--- src/rtl/fpu_operand_queue.sv ---
// Issue queue for the FP add/sub core: DEPTH-entry FIFO that classifies IEEE-754 special operands at push time.
// Optional statistics counters are enabled by defining FPU_QUEUE_STATS_EN.
module fpu_operand_queue #(
    parameter int DEPTH = 4,
    parameter int TAG_W = 4
) (
    input  logic                     clk,
    input  logic                     rst_n,
    input  logic                     flush,
    input  logic                     in_valid,
    output logic                     in_ready,
    input  logic [31:0]              in_a,
    input  logic [31:0]              in_b,
    input  logic                     in_addsub,
    input  logic [TAG_W-1:0]         in_tag,
    output logic                     out_valid,
    input  logic                     out_ready,
    output logic [31:0]              out_a,
    output logic [31:0]              out_b,
    output logic                     out_addsub,
    output logic [TAG_W-1:0]         out_tag,
    output logic                     out_special,
    output logic [31:0]              out_bypass,
    output logic [$clog2(DEPTH):0]   count
`ifdef FPU_QUEUE_STATS_EN
    ,
    output logic [15:0]              stat_special,
    output logic [15:0]              stat_full
`endif
);

    localparam int PW = $clog2(DEPTH);
    localparam int CW = PW + 1;
    localparam logic [CW-1:0] FULL = CW'(DEPTH);
    localparam logic [31:0] QNAN = 32'h7FC0_0000;

    typedef struct packed {
        logic [31:0]      a;
        logic [31:0]      b;
        logic             addsub;
        logic [TAG_W-1:0] tag;
        logic             special;
        logic [31:0]      bypass;
    } entry_t;

    // The adder only handles normal finite operands, so everything else gets a precomputed result here.
    function automatic entry_t classify(
        input logic [31:0]      a,
        input logic [31:0]      b,
        input logic             addsub,
        input logic [TAG_W-1:0] tag
    );
        entry_t e;
        logic   sa;
        logic   sb_eff;
        logic   a_zero;
        logic   b_zero;
        logic   a_inf;
        logic   b_inf;
        logic   a_nan;
        logic   b_nan;

        sa     = a[31];
        sb_eff = b[31] ^ addsub;
        a_zero = (a[30:23] == 8'h00);
        b_zero = (b[30:23] == 8'h00);
        a_inf  = (a[30:23] == 8'hFF) && (a[22:0] == 23'd0);
        b_inf  = (b[30:23] == 8'hFF) && (b[22:0] == 23'd0);
        a_nan  = (a[30:23] == 8'hFF) && (a[22:0] != 23'd0);
        b_nan  = (b[30:23] == 8'hFF) && (b[22:0] != 23'd0);

        e.a       = a;
        e.b       = b;
        e.addsub  = addsub;
        e.tag     = tag;
        e.special = 1'b1;
        e.bypass  = '0;

        if (a_nan || b_nan) begin
            e.bypass = QNAN;
        end else if (a_inf && b_inf && (sa != sb_eff)) begin
            e.bypass = QNAN;
        end else if (a_inf) begin
            e.bypass = a;
        end else if (b_inf) begin
            e.bypass = {sb_eff, b[30:0]};
        end else if (a_zero && b_zero) begin
            e.bypass = {sa & sb_eff, 31'd0};
        end else if (a_zero) begin
            e.bypass = {sb_eff, b[30:0]};
        end else if (b_zero) begin
            // A is known normal here, so no denormal flush is needed.
            e.bypass = a;
        end else begin
            e.special = 1'b0;
        end
        return e;
    endfunction

    entry_t            mem [DEPTH];
    entry_t            new_entry;
    entry_t            head;
    logic [PW-1:0]     rd_ptr;
    logic [PW-1:0]     wr_ptr;
    logic              push;
    logic              pop;

    assign in_ready  = (count != FULL);
    assign out_valid = (count != '0);
    assign push      = in_valid && in_ready;
    assign pop       = out_valid && out_ready;
    assign new_entry = classify(in_a, in_b, in_addsub, in_tag);

    // NOTE: the storage array has no reset; count gates every read, so stale contents are never observable.
    always_ff @(posedge clk) begin
        if (push && !flush) begin
            mem[wr_ptr] <= new_entry;
        end
    end

    always_ff @(posedge clk or negedge rst_n) begin
        if (!rst_n) begin
            rd_ptr <= '0;
            wr_ptr <= '0;
            count  <= '0;
        end else if (flush) begin
            rd_ptr <= '0;
            wr_ptr <= '0;
            count  <= '0;
        end else begin
            if (push) begin
                wr_ptr <= wr_ptr + PW'(1);
            end
            if (pop) begin
                rd_ptr <= rd_ptr + PW'(1);
            end
            case ({push, pop})
                2'b10:   count <= count + CW'(1);
                2'b01:   count <= count - CW'(1);
                default: count <= count;
            endcase
        end
    end

    // Outputs are forced to zero while empty so reset clears them without waiting for an edge.
    assign head        = mem[rd_ptr];
    assign out_a       = out_valid ? head.a       : '0;
    assign out_b       = out_valid ? head.b       : '0;
    assign out_addsub  = out_valid ? head.addsub  : 1'b0;
    assign out_tag     = out_valid ? head.tag     : '0;
    assign out_special = out_valid ? head.special : 1'b0;
    assign out_bypass  = out_valid ? head.bypass  : '0;

`ifdef FPU_QUEUE_STATS_EN
    always_ff @(posedge clk or negedge rst_n) begin
        if (!rst_n) begin
            stat_special <= '0;
            stat_full    <= '0;
        end else if (flush) begin
            stat_special <= '0;
            stat_full    <= '0;
        end else begin
            if (push && new_entry.special && (stat_special != 16'hFFFF)) begin
                stat_special <= stat_special + 16'd1;
            end
            if ((count == FULL) && in_valid && (stat_full != 16'hFFFF)) begin
                stat_full <= stat_full + 16'd1;
            end
        end
    end
`endif

endmodule

--- config.mk ---
export PLATFORM = sky130hd
export DESIGN_NAME = fpu_operand_queue
export DESIGN_NICKNAME = d
export VERILOG_FILES = /design/src/rtl/fpu_operand_queue.sv
export SDC_FILE = /design/constraint.sdc
export NUM_CORES = 1
export LEC_CHECK = 0
export CORE_ASPECT_RATIO = 1.5
export CORE_UTILIZATION = 60
export CTS_BUF_LIST = sky130_fd_sc_hd__clkbuf_2
export CTS_CLUSTER_DIAMETER = 120
export CTS_CLUSTER_SIZE = 28
export DETAILED_ROUTE_END_ITERATION = 10
export PLACE_DENSITY = 0.84
export SYNTH_ARGS = -nofsm -noshare
export SYNTH_HDL_FRONTEND = slang
export SYNTH_SLANG_ARGS = --single-unit
export TNS_END_PERCENT = 5
--- constraint.sdc ---
create_clock -name clk -period 7.3 [get_ports clk]
set_input_delay 1.46 -clock clk [delete_from_list [all_inputs] [get_ports clk]]
set_output_delay 1.46 -clock clk [all_outputs]
set_load 0.05 [all_outputs]
# After elaboration in Yosys (flattened, before gate mapping)
# Memory sizes are Yosys's and may differ from the RTL's.
# Index checks and enable logic that the tools add are counted.
[totals]
latch_bits = 0
ram_bits = 408
in_bits = 74
memories = 1
word_cells = 66
output_inout_bits = 107
rom_bits = 0
ff_bits = 7
[memory_table]
columns = ["memory", "words", "width", "rd", "rd_ports_with_merged_regs", "write_ports", "line_no", "rtl"]
rows = [
  ["mem", 4, 102, 1, 0, 1, "100", "entry_t mem [DEPTH];"],
]
[classes]
n_reduce_logical = 22
n_addsub = 4
magnitude_cmp = 0
eq_ne = 6
n_mux = 28
n_mul = 0
div_mod_pow = 0
n_bitwise = 2
n_shift = 0
[op_table]
columns = ["op", "n"]
rows = [
  ["two-way mux 32 bit", 10],
  ["logical NOT 23 bit", 2],
  ["nonzero test 23 bit", 2],
  ["equality test 8 bit (second input constant)", 2],
  ["logical NOT 8 bit", 2],
  ["two-way mux 1 bit", 11],
  ["logical AND 1 bit", 10],
  ["two-way mux 2 bit", 4],
  ["one-hot mux 3 bit (2 select lines)", 1],
  ["nonzero test 3 bit", 2],
  ["adder 2 x 1 -> 2 bit (second input constant)", 2],
  ["two-way mux 4 bit", 1],
  ["nonzero test 2 bit", 2],
  ["adder 3 x 1 -> 3 bit (second input constant)", 1],
  ["two-way mux 3 bit", 1],
  ["!= test 3 bit (second input constant)", 1],
  ["subtractor 3 x 1 -> 3 bit (second input constant)", 1],
  ["equality test 2 x 1 -> 1 bit (second input constant)", 1],
  ["equality test 2 bit (second input constant)", 1],
  ["bitwise AND 1 bit", 1],
  ["logical NOT 1 bit", 1],
  ["logical OR 1 bit", 1],
  ["!= test 1 bit", 1],
  ["bitwise XOR 1 bit", 1],
]

# Longest topological paths before layout
# Gate-level depths: netlist of run 1.
[depth]
word_depth = 8
ltp_mapped = 8

# Least setup slack after synthesis of run 1
# OpenSTA, ideal clock, no wires.
[synth_path]
kind = "register to register"
startpoint = "register count[0]"
endpoint = "memory mem[0][0] in the netlist's numbering (enable)"
period_less_slack_ns = 4.673
t_required_ns = 6.827
path_stages_with_launch = 6
slack_ns = 2.627
t_arrival_ns = 4.200
setup_ns = 0.473
cell_sequence = "dfrtp_1 -> or3b_1 -> clkbuf_1 -> nand2_1 -> nor2_1 -> and2_1"
[synth_via]
elab_chain_cells = 5
[synth_lines]
columns = ["element", "line_no", "rtl"]
rows = [
  ["start: declaration", "24", "output logic [$clog2(DEPTH):0] count"],
  ["start signal: assignment", "138", "2'b10: count <= count + CW'(1);"],
  ["start signal: assignment", "139", "2'b01: count <= count - CW'(1);"],
  ["start signal: assignment", "140", "default: count <= count;"],
  ["!= test 3 bit", "108", "assign in_ready = (count != FULL);"],
  ["via in_ready", "11", "output logic in_ready,"],
  ["logical AND 1 bit", "110", "assign push = in_valid && in_ready;"],
  ["logical AND 1 bit", "116", "if (push && !flush) begin"],
  ["two-way mux 1 bit", "116", ""],
  ["two-way mux 1 bit (implied by the code)", "117", "mem[wr_ptr] <= new_entry;"],
  ["end: declaration", "100", ""],
]
# The timed path passes the listed nets, and every way through them passes these cells.

# Worst setup path after layout of run 1
[layout_path]
startpoint = "register rd_ptr[0]"
endpoint = "output port out_b[5]"
[layout_via]
elab_chain_cells = 2
[layout_lines]
columns = ["element", "line_no", "rtl"]
rows = [
  ["start: declaration", "103", "logic [PW-1:0] rd_ptr;"],
  ["start signal: assignment", "135", "rd_ptr <= rd_ptr + PW'(1);"],
  ["memory read (4 x 102 bit)", "-", ""],
  ["two-way mux 32 bit", "148", "assign out_b = out_valid ? head.b : '0;"],
  ["end: declaration", "19", "output logic [31:0] out_b,"],
]
# No other way between the ends.

==> out/qor.yml, run 1 <==
status: "complete, no violations"
power_mw: 6.62
post-route-period-util: 0.772
arrival_ns: 4.18
seq_area_frac_synth: 0.752
die_h_um: 205
grt_use_total: 0.247
start_util: 0.609
hpwl_um: 21000
yosysWarnings: 0
postCtsSetupRepairBufs: 0
hold_viol_final: 0
crit_path_max_fanout: 51
leakage_nw: 5.73
finalSetupTns_ns: 0
synth_area_um2: 16500
cts_root_buffer: "clkbuf_2"
maxCapViolCount: 0
final_cell_mix: "edfxtp_1 (408), clkdlybuf4s50_1 (180), and2_1 (104)"
clock_sinks: 415
insertion_delay_ns: 0.92
setup.worst_path.class: "flip-flop to output port"
syn_to_final_growth_pct: 13.8
grt_first_pass_wirelength_um: 50300
die_area_um2: 28200
setup_viol: 0
cts_buffers: 18
holdBufCountCts: 0
tritoncts: "done"
crit_path_end_kind: "output port"
gp_congestion: 0.777
min_path_cells: 2
wl_um: 33500
avgRoutedWirePerCell_um: 25.4
worst_slew_pin_slew_ns: 1.07
die-width_um: 138
path_clk_slew_ns: 0.45
grt-ovfl-total: 0
syn_inst: 807
io_pins: 181
hold_end: "wr_ptr[1]"
drt_iter0_drc: 663
via_per_inst: 6.37
io_buffers: 180
syn-num-nets: 887
reg2reg_from: "count[0]"
r2r_slack_ns: 4.25
grt_antenna_before_repair: 3
drc: 0
start_kind: "flip-flop"
slew_headroom: 0.284
power_density_nw_per_um2: 352
cts.htree.levels: 1
drv_slew: 0
worstHoldStart: "wr_ptr[1]"
skew_ns: 0.0434
cts-resized-gates: 0
synth.distinct_cells: 38
fp-row-count: 74
core_area_um2: 27100
critPathRequiredTime_ns: 5.84
dr.pass1.iters: 6
min_period_ns: 5.64
clk_path_buf_depth: 3
rsz0062_at_grt: "no"
reg2reg_to: "mem[2][14]"
grt_start_max_net_pins: 105
avgSynthCellArea_um2: 20.5
num_vias: 8406
yosys_register_bits: 415
fin_nets: 1050
vdd_ir_drop_max_mv: 0.306
ant_nets: 0
rr_worst_depth: 5
hp-class: "flip-flop to flip-flop"
final_common_cell: "edfxtp_1"
fmaxAchievable_ghz: 0.177
layout-drive-gt1-share: 0.156
grt_pass1_vias: 8452
-- worst max-delay path by stage --
stage	start	slack, ns	end
after floorplan	count[0]	2.63	mem[0][0]
after global placement	rd_ptr[0]	2.61	out_bypass[5]
after detailed placement	in_a[0]	2.57	mem[0][28]
after CTS	rd_ptr[0]	1.48	out_b[5]
after global routing	rd_ptr[0]	1.30	out_b[5]
final	rd_ptr[0]	1.66	out_b[5]
-- critical path: stages (launching register included) --
cell,delay [ns]
dfrtp_4,1.17
buf_4,0.56
mux4_2,0.58
and2_1,0.19
clkdlybuf4s50_1,0.70
-- through the flow --
stage | utilization | hold slack, ns | setup slack, ns | std cells | cell area [µm²]
final | 0.694 | 0.588 | 1.66 | 1320 | 18800
after global routing | 0.694 | 0.614 | 1.30 | 1320 | 18800
after CTS | 0.693 | 0.589 | 1.48 | 1318 | 18800
after detailed placement | 0.688 | 0.568 | 2.57 | 1292 | 18700
after global placement | 0.688 | 0.569 | 2.61 | 1292 | 18700
after floorplan | - | 0.543 | 2.63 | 807 | 16500
-- cell families (layout without fill, tap and decap cells) --
family | after synthesis | count (layout) | share of synthesized area
compound gates | 45 | 45 | 0.0232
xor+xnor | 6 | 6 | 0.00318
fa+ha+maj | 6 | 6 | 0.00500
buf+inv | 50 | 219 | 0.0132
flops | 415 | 415 | 0.752
mux | 103 | 103 | 0.140
other cells | 0 | 2 | 0
simple gates | 182 | 182 | 0.0638
-- state kept, by name, indices dropped and copies added (netlist names) --
register  flops
wr_ptr        2
rd_ptr        2
mem         408
count         3
-- layout make-up --
class	instances	area (µm²)
antenna	2	5.00
clock buffer	25	125
clock inverter	1	7.51
fill	1726	8310
inverter	3	11.3
multi-input combinational	342	3930
sequential	415	12400
tap	342	428
timing repair buffer	190	1880
-- routing by layer --
layer,up-vias,track usage,part of all wire
li1,3608,-,-
met1,4425,0.332,0.39
met2,324,0.434,0.54
met3,47,0.0234,0.053
met4,2,0.0624,0.021
met5,-,0,0.00039
-- power by group --
group          internal [mW]  leakage [nW]  switching, mW
sequential              2.78          3.74          0.110
combinational           1.11          1.88           1.91
clock                 0.0881         0.104          0.610
total                   3.98          5.73           2.63
-- synthesized netlist by cell type --
cell type,n,share of area
or3b_1,1,0.00053
or2_2,1,0.00038
mux2i_1,1,0.00061
clkbuf_1,27,0.0061
nor2_1,31,0.0070
a311oi_1,1,0.00053
buf_1,5,0.0011
a211oi_1,1,0.00045
a221o_1,9,0.0055
and2_1,108,0.041
o2bb2ai_1,1,0.00053
nor3_1,2,0.00061
edfxtp_1,408,0.74
o21ai_0,2,0.00061
mux4_2,102,0.14
a32oi_1,22,0.012
a21o_1,1,0.00045
or3_1,1,0.00038
nand3_1,4,0.0012
nor4_1,11,0.0042
dfrtp_1,7,0.011
nand2_1,10,0.0023
nand4_1,7,0.0026
nor4_2,3,0.0023
a2bb2oi_1,1,0.00053
a21oi_1,4,0.0012
nand4bb_1,1,0.00068
ha_1,5,0.0038
buf_6,2,0.0014
buf_2,13,0.0039
or2_1,2,0.00076
fa_1,1,0.0012
o32ai_2,1,0.00098
inv_1,3,0.00068
xnor2_1,3,0.0016
o22ai_1,1,0.00038
xor2_1,3,0.0016
o31ai_1,1,0.00045
Power figures use the tool's default switching activity.
==> inputs of run 2 (changes only) <==
--- a/config.mk
+++ b/config.mk
@@ -6,12 +6,12 @@
 export NUM_CORES = 1
 export LEC_CHECK = 0
 export CORE_ASPECT_RATIO = 1.5
-export CORE_UTILIZATION = 60
+export CORE_UTILIZATION = 58
 export CTS_BUF_LIST = sky130_fd_sc_hd__clkbuf_2
 export CTS_CLUSTER_DIAMETER = 120
 export CTS_CLUSTER_SIZE = 28
 export DETAILED_ROUTE_END_ITERATION = 10
-export PLACE_DENSITY = 0.84
+export PLACE_DENSITY = 0.82
 export SYNTH_ARGS = -nofsm -noshare
 export SYNTH_HDL_FRONTEND = slang
 export SYNTH_SLANG_ARGS = --single-unit
==> constraint.sdc (replaced) <==
create_clock -name clk -period 5.75 [get_ports clk]
set_input_delay 1.15 -clock clk [delete_from_list [all_inputs] [get_ports clk]]
set_output_delay 1.15 -clock clk [all_outputs]
set_load 0.05 [all_outputs]
==> run 2 against run 1 <==
Combinational power increased by 29%. Worst hold slack got worse by 0.21 ns. First-iteration DRC count rose by 5.3%. Critical path depth unchanged. Die area increased by 3.4%. Wire length rose by 1.2%. Design area is 0.58% higher. Clock skew fell by 0.0089 ns. Non-clock buffer count up 2. Critical path type unchanged.
==> out/qor.yml, run 2 (synthesis results as in run 1) <==
status: "complete, no violations"
syn_to_final_growth_pct: 14.5
top_regs: "mem x408, count x3"
pre_cts_slack_ns: 1.39  # -1.18 ns
fp-row-count: 75  # +1.4%
r2r_slack_ns: 3.06  # -1.19 ns
slew_headroom: 0.276  # -0.00745
setup_slack_ns: 0.752  # -0.912 ns
fillers: 1790  # +3.7%
wl_um: 33900  # +1.2%
met3_length_um: 1820  # +2.1%
tritoncts: "done"
gp_congestion: 0.733  # -5.7%
postCtsSetupRepairBufs: 0  # unchanged
setup.worst_path.class: "flip-flop to output port"
grt-ovfl-total: 0  # unchanged
cts-resized-gates: 0  # unchanged
final_common_cell: "edfxtp_1"
grt_start_max_net_pins: 66  # -37%
grt_antenna_before_repair: 2  # -1
cts.htree.levels: 1  # unchanged
die-width_um: 140  # +1.7%
holdBufCountCts: 0  # unchanged
top_layer: "met4"
fmaxAchievable_ghz: 0.200
drt_iter0_drc: 698  # +5.3%
num_vias: 8363  # -0.51%
hpwl_um: 21400  # +1.9%
multiInputGateArea_um2: 3920  # about the same
path_clk_slew_ns: 0.46  # about the same
ant_nets: 0  # unchanged
via_per_inst: 6.30  # -1.0%
met2_length_um: 17900  # -0.94%
core_area_um2: 28000  # +3.1%
avgRoutedWirePerCell_um: 25.5  # +0.65%
vdd_ir_drop_max_mv: 0.344  # +13%
reg2reg_to: "mem[3][12]"
io_buffers: 180  # unchanged
grt_use_total: 0.237  # -0.00950
grt_first_pass_wirelength_um: 51300  # +2.0%
final_cell_mix: "edfxtp_1 (408), clkdlybuf4s50_1 (180), and2_1 (104)"
cts_root_buffer: "clkbuf_2"
grt_pass1_vias: 8614  # +1.9%
critPathRequiredTime_ns: 4.60  # -1.24 ns
clk_path_buf_depth: 3  # unchanged
die_area_um2: 29200  # +3.4%
drc: 0  # unchanged
setup_viol: 0  # unchanged
worst_slew_pin_slew_ns: 1.09  # +0.0112 ns
drv_slew: 0  # unchanged
regArea_um2: 12400  # unchanged
post-route-period-util: 0.869
rr_worst_depth: 5  # unchanged
crit_path_end_kind: "output port"
layout-drive-gt1-share: 0.158  # +0.00259
maxCapViolCount: 0  # unchanged
die_h_um: 209  # +1.7%
arrival_ns: 3.85  # -0.33 ns
largest-register: "mem"
crit_path_max_fanout: 48  # -5.9%
insertion_delay_ns: 0.93  # about the same
fin_nets: 1052  # +0.19%
rsz0062_at_grt: "no"
leakage_nw: 5.76  # +0.62%
reg2reg_from: "count[0]"
hp-class: "input port to asynchronous set/reset pin"
finalSetupTns_ns: 0  # unchanged
start_util: 0.591  # -0.0182
dr.pass1.iters: 5  # -1
skew_ns: 0.0346  # -0.00888 ns
io_pins: 181  # unchanged
power_density_nw_per_um2: 447  # +27%
min_period_ns: 5.00
start_kind: "flip-flop"
wl_met1_um: 13100  # +1.3%
clock_sinks: 415  # unchanged
largest_reg_flops: 408  # unchanged
hold_viol_final: 0  # unchanged
cts_buffers: 18  # unchanged
==> run 2: layout make-up <==
cell class | instances | share of cell area
Sequential cell | 415 | 0.657
Multi-Input combinational cell | 342 | 0.207
Timing Repair Buffer | 192 | 0.105
Tap cell | 346 | 0.0229
Clock buffer | 26 | 0.00688
Inverter | 3 | 0.000595
Clock inverter | 1 | 0.000397
Antenna cell | 2 | 0.000264
==> run 2: stage by stage <==
step	power, mW	std cells	hold WS [ns]	util	instance area [µm²]
finish	8.47	1327	0.376	0.677	18900
global route	8.76	1327	0.322	0.677	18900
CTS	8.54	1325	0.323	0.677	18900
detailed placement	7.67	1298	0.594	0.672	18800
global placement	7.64	1298	0.564	0.672	18800
floorplan	6.37	807	0.543	-	16500
==> run 2: how the worst max path moves through the flow <==
stage               cells after the start  slack, ns      start             to
floorplan                               5       1.08   count[0]      mem[0][0]
global placement                        6       1.48   in_a[11]     mem[0][28]
detailed placement                      6       1.39   in_a[11]     mem[2][28]
CTS                                     4       0.63  rd_ptr[0]      out_a[18]
global route                            4       0.50  rd_ptr[0]  out_bypass[4]
finish                                  4       0.75  rd_ptr[0]      out_a[18]
==> run 2: report_power, final <==
group / internal (mW) / switching (mW) / leakage (nW)
Sequential: 3.53 / 0.116 / 3.74
Combinational: 1.44 / 2.48 / 1.91
Clock: 0.116 / 0.785 / 0.108
Total: 5.09 / 3.38 / 5.76
==> run 2: worst max-delay path, cell delays in order (launching register included) <==
cell and delay [ns]:
dfrtp_4 0.92, buf_12 0.40, mux4_2 0.57, and2_1 0.18, clkdlybuf4s50_1 0.75
==> run 2: routing by layer <==
| metal | vias up | track usage |
|---|---|---|
| met5 | - | 0 |
| met1 | 4349 | 0.314 |
| met4 | 0 | 0.0868 |
| met3 | 53 | 0.0268 |
| met2 | 340 | 0.411 |
| li1 | 3621 | - |
